### src/rtl/mem_arbiter_pkg.sv
// Shared definitions for the memory arbiter, the ROM loader and the CPU port.
package mem_arbiter_pkg;

  typedef enum logic [1:0] {
    IDLE  = 2'd0,
    ISSUE = 2'd1,
    WAIT  = 2'd2,
    RESP  = 2'd3
  } arb_state_t;

  localparam int ADDR_W_DEFAULT  = 14;
  localparam int DATA_W_DEFAULT  = 32;
  localparam int MEM_LAT_DEFAULT = 2;

endpackage

### src/rtl/mem_arbiter_rr_arbiter2.sv
// Two-way winner pick: boot-mode priority for the loader, otherwise round-robin on ties.
module rr_arbiter2
  import mem_arbiter_pkg::*;
(
  input  logic req0,
  input  logic req1,
  input  logic boot_mode,
  input  logic last_gnt,
  output logic grant_valid,
  output logic gnt
);

  // Loader wins outright in boot mode; on a tie the requester not granted last wins.
  always_comb begin
    grant_valid = req0 | req1;
    gnt         = 1'b0;
    if (boot_mode && req0) begin
      gnt = 1'b0;
    end else if (req0 && req1) begin
      gnt = ~last_gnt;
    end else if (req1) begin
      gnt = 1'b1;
    end
  end

endmodule

### src/rtl/mem_arbiter.sv
// Shares one main-memory port between the ROM loader (requester 0) and the CPU (requester 1).
module mem_arbiter
  import mem_arbiter_pkg::*;
#(
  parameter int ADDR_W  = ADDR_W_DEFAULT,
  parameter int DATA_W  = DATA_W_DEFAULT,
  parameter int MEM_LAT = MEM_LAT_DEFAULT
) (
  input  logic              clock,
  input  logic              reset,
  input  logic              boot_mode,
  input  logic              req0,
  input  logic              req1,
  input  logic              we0,
  input  logic              we1,
  input  logic [ADDR_W-1:0] addr0,
  input  logic [ADDR_W-1:0] addr1,
  input  logic [DATA_W-1:0] wdata0,
  input  logic [DATA_W-1:0] wdata1,
  output logic              done0,
  output logic              done1,
  output logic [DATA_W-1:0] rdata0,
  output logic [DATA_W-1:0] rdata1,
  output logic              busy,
  output logic              mem_enable,
  output logic              mem_en_read,
  output logic              mem_en_write,
  output logic [ADDR_W-1:0] mem_addr,
  output logic [DATA_W-1:0] mem_wdata,
  input  logic [DATA_W-1:0] mem_rdata
);

  localparam logic [2:0] LAT_LOAD = 3'(MEM_LAT);

  arb_state_t state;
  arb_state_t state_next;
  logic [2:0] lat_cnt;
  logic       lat_we;
  logic       gnt_q;
  logic       last_gnt;
  logic       pick_valid;
  logic       pick_gnt;

  rr_arbiter2 u_pick (
    .req0        (req0),
    .req1        (req1),
    .boot_mode   (boot_mode),
    .last_gnt    (last_gnt),
    .grant_valid (pick_valid),
    .gnt         (pick_gnt)
  );

  // State register; reset abandons any transaction without a done pulse.
  always_ff @(posedge clock or negedge reset) begin
    if (!reset) begin
      state <= IDLE;
    end else begin
      state <= state_next;
    end
  end

  // Next-state decode plus the strobes, done pulses and busy flag of each state.
  always_comb begin
    state_next   = state;
    busy         = 1'b1;
    mem_enable   = 1'b0;
    mem_en_read  = 1'b0;
    mem_en_write = 1'b0;
    done0        = 1'b0;
    done1        = 1'b0;
    case (state)
      IDLE: begin
        busy = 1'b0;
        if (pick_valid) begin
          state_next = ISSUE;
        end
      end
      ISSUE: begin
        mem_enable   = 1'b1;
        mem_en_write = lat_we;
        mem_en_read  = ~lat_we;
        state_next   = lat_we ? RESP : WAIT;
      end
      WAIT: begin
        if (lat_cnt == 3'd1) begin
          state_next = RESP;
        end
      end
      RESP: begin
        done0      = ~gnt_q;
        done1      = gnt_q;
        state_next = IDLE;
      end
      default: state_next = IDLE;
    endcase
  end

  // Latches the winner's request at grant, counts read latency and captures read data.
  always_ff @(posedge clock or negedge reset) begin
    if (!reset) begin
      lat_cnt   <= 3'd0;
      lat_we    <= 1'b0;
      gnt_q     <= 1'b0;
      last_gnt  <= 1'b1;
      mem_addr  <= '0;
      mem_wdata <= '0;
      rdata0    <= '0;
      rdata1    <= '0;
    end else begin
      case (state)
        IDLE: begin
          if (pick_valid) begin
            gnt_q     <= pick_gnt;
            last_gnt  <= pick_gnt;
            lat_we    <= pick_gnt ? we1 : we0;
            mem_addr  <= pick_gnt ? addr1 : addr0;
            mem_wdata <= pick_gnt ? wdata1 : wdata0;
          end
        end
        ISSUE: begin
          if (!lat_we) begin
            lat_cnt <= LAT_LOAD;
          end
        end
        WAIT: begin
          lat_cnt <= lat_cnt - 3'd1;
          if (lat_cnt == 3'd1) begin
            if (gnt_q) begin
              rdata1 <= mem_rdata;
            end else begin
              rdata0 <= mem_rdata;
            end
          end
        end
        default: ;
      endcase
    end
  end

endmodule

### config.mk
export PLATFORM = sky130hd
export DESIGN_NAME = mem_arbiter
export DESIGN_NICKNAME = d
export VERILOG_FILES = /design/src/rtl/mem_arbiter_pkg.sv /design/src/rtl/mem_arbiter_rr_arbiter2.sv /design/src/rtl/mem_arbiter.sv
export SDC_FILE = /design/constraint.sdc
export NUM_CORES = 1
export LEC_CHECK = 0
export CAP_MARGIN = 20
export CORE_MARGIN = 2
export CORE_UTILIZATION = 35
export DETAILED_ROUTE_END_ITERATION = 10
export PLACE_DENSITY = 0.7
export RECOVER_POWER = 100
export SLEW_MARGIN = 10
export SYNTH_ARGS = -nofsm -noshare
export SYNTH_HDL_FRONTEND = slang
export SYNTH_SLANG_ARGS = --single-unit
### constraint.sdc
create_clock -name clock -period 2.15 [get_ports clock]
set_input_delay 0.43 -clock clock [delete_from_list [all_inputs] [get_ports clock]]
set_output_delay 0.43 -clock clock [all_outputs]
set_load 0.01 [all_outputs]
==> flow_summary.toml <==
[die]
chipWidth_um = 126
die-area_sq_mm = 0.0159
die_y_um = 126
start_util = 0.360
coreArea_sq_mm = 0.0145
ios = 247
rows = 44

[hold_path]
hold_start = "mem_wdata[6]"
whs_path_depth = 2
hold_path_class = "reg2reg"

[clocking]
h-tree-depth = 4
clock_latency_ns = 0.41
cts.sinks = 118
cts_buffer_depth = 2
cts_root_buffer = "clkbuf_16"
tritoncts = "yes"
cts_made_buffers = 17
clk_pin_slew_worst_paths_ns = 0.05

[grt]
grt_pass1_wl_mm = 25.0
grt_pass1_vias = 4892
grt_max_degree = 48
antenna_found_initial = 0
grt_overflow = 0
grt.total_usage = 0.197

[timing]
drv_slew = 0
setup_viol = 0
max_clock_freq_mhz = 501
fin_tns_setup_ns = 0
rsz0062_at_grt = "no"
hold_violations = 0
fin_crit_sh = 0.929
fin_crit_ns = 2.00
tightest_slew_ns = 0.807
fin_worst_skew_ns = 0.00398
timing.slew.headroom = 0.462

[critical_path]
timing_worst_setup_path_type = "reg2reg"
crit_end = "rdata1[16]"
startpoint = "state[0]"
r2r-end = "rdata1[16]"
reg2reg_from = "state[0]"
cp_data_required_time_ns = 2.44
worst_setup_path_end_kind = "flop"
worst-path-max-fanout = 32
ff2ff_path_depth = 6
arrival_ns = 2.29
reg2reg_slack_ns = 0.15
worstSetupStartpointType = "flop"

[logic_synthesis]
synth_area_sq_mm = 0.00523
synth_top_area_cell = "dfrtp_1"
ys_seq_elements = 118
syn_nets = 593
synth_area_leaders = "dfrtp_1 (56%), mux2_2 (14%), nand2_1 (7.0%)"
syn_inst = 455
synth_top_area_frac = 0.560
ys_seq_area_frac = 0.565
yosys.cell_types.count = 32
yosysWarnings = 0
postSynthAreaPerCell_sq_um = 11.5

[place]
placed_cells = 864
gp_congestion = 0.749
dp_hpwl_mm = 11.3
portBuffers = 246

[finish]
final_cell_mix = "clkdlybuf4s50_1 (128), dfrtp_1 (117), dlygate4sd3_1 (111)"
nets = 838
finish.utilization = 0.584
stdcell_count = 897
num_antenna_cells = 0
fillerInstances = 1172
drive_gt1_frac = 0.178
syn_to_final_growth_pct = 62.5
final_common_cell = "clkdlybuf4s50_1"

[power_and_ir_drop]
power_density_mw_per_mm2 = 1400
leakagePower_nw = 3.51
ir_worst_vdd_mv = 0.563

[detailed_routing]
drt_iter0_drc = 234
first_pass_iters = 4
routedWlPerCell_um = 17.3
dr_total_vias = 4626
vias_per_cell = 5.16
drc = 0
final_antenna_net_count = 0
drt_wl_total_mm = 15.6

[outcome]
status = "complete, no violations"

[job]
cap_violations = 0
-- report_power, final --
group	leakage [nW]	switching [mW]	internal [mW]	total (mW)
clock network	0.293	1.00	1.88	2.88
registers	1.41	0.620	3.36	3.98
logic	1.81	2.33	2.72	5.05
-- cells in the mapped netlist --
cell,instances
o311ai_0,1
a32oi_1,1
inv_1,7
nand2_1,97
nor2_1,4
or3b_2,1
nor2b_1,2
o21a_1,1
nor3b_4,1
nand4b_2,1
clkbuf_1,16
nand4_1,47
nand3b_1,1
a2bb2oi_1,1
a21oi_1,1
o21ai_0,3
o211ai_1,47
buf_2,14
buf_4,2
nor3_1,1
mux2_2,65
buf_1,2
dfstp_2,1
dfrtp_1,117
a22oi_1,1
o21ai_1,2
buf_6,5
a221oi_1,1
a22o_1,2
ha_1,7
and2_1,2
nand2b_4,1
-- state kept, by name, summed over array words and instances (netlist names) --
signal / count
lat_cnt: 3
rdata0: 32
rdata1: 32
mem_addr: 14
lat_we: 1
last_gnt: 1
gnt_q: 1
mem_wdata: 32
state: 2
-- worst min-delay path by stage --
stage	to	slack [ns]
finish	mem_wdata[6]	0.48
global route	rdata0[7]	0.51
CTS	rdata0[15]	0.47
detailed placement	rdata0[15]	0.37
global placement	rdata0[10]	0.37
floorplan	gnt_q	0.13
-- logic make-up after synthesis --
group,after synthesis,share of synthesized area
flip-flops,118,0.565
multiplexers,65,0.140
adder cells (fa/ha/maj),7,0.0168
AND/OR/NAND/NOR,158,0.147
AO/OA/AOI/OAI,61,0.0862
buffers and inverters,46,0.0450
-- area by class of cell --
class	instances	area, sq um	share of cell area
Tap cell	184	230	0.0271
Timing Repair Buffer	265	2610	0.307
Inverter	7	26.3	0.00309
Clock inverter	12	150	0.0177
Clock buffer	20	457	0.0538
Sequential cell	118	2950	0.348
Multi-Input combinational cell	291	2060	0.243
-- worst max-delay path, cell delays in order, from the launching register on --
cell and delay, ns:
dfrtp_1 0.44, inv_1 0.12, ha_1 0.22, clkbuf_1 0.22
nand4b_2 0.17, buf_6 0.31, mux2_2 0.38
-- stage by stage --
step                      hold slack [ns]  setup slack (ns)  cell area, sq um  total power [mW]
after floorplan                     0.134             0.524              5230              6.39
after global placement              0.371             0.173              7950              9.43
after detailed placement            0.371             0.102              7950              9.61
after CTS                           0.469            0.0181              8570              12.5
after global routing                0.505            0.0246              8490              12.6
final                               0.484             0.153              8490              11.9
-- repair_timing --
item                                   in CTS  in global routing
gates cloned                                0                  0
endpoints found under the hold margin      22                  0
gates resized for setup                     8                  5
setup buffers                               0                  0
setup endpoints to repair                   5                  2
hold buffers                                1                  0
-- per-layer routing --
metal | vias up | GRT usage | wire [um]
met5 | - | 0 | 0
met2 | 220 | 0.337 | 7610
met1 | 2252 | 0.235 | 6410
li1 | 2131 | - | -
met3 | 23 | 0.0663 | 1270
met4 | 0 | 0.0640 | 268
Note: power is estimated with default switching activity, not from simulation.
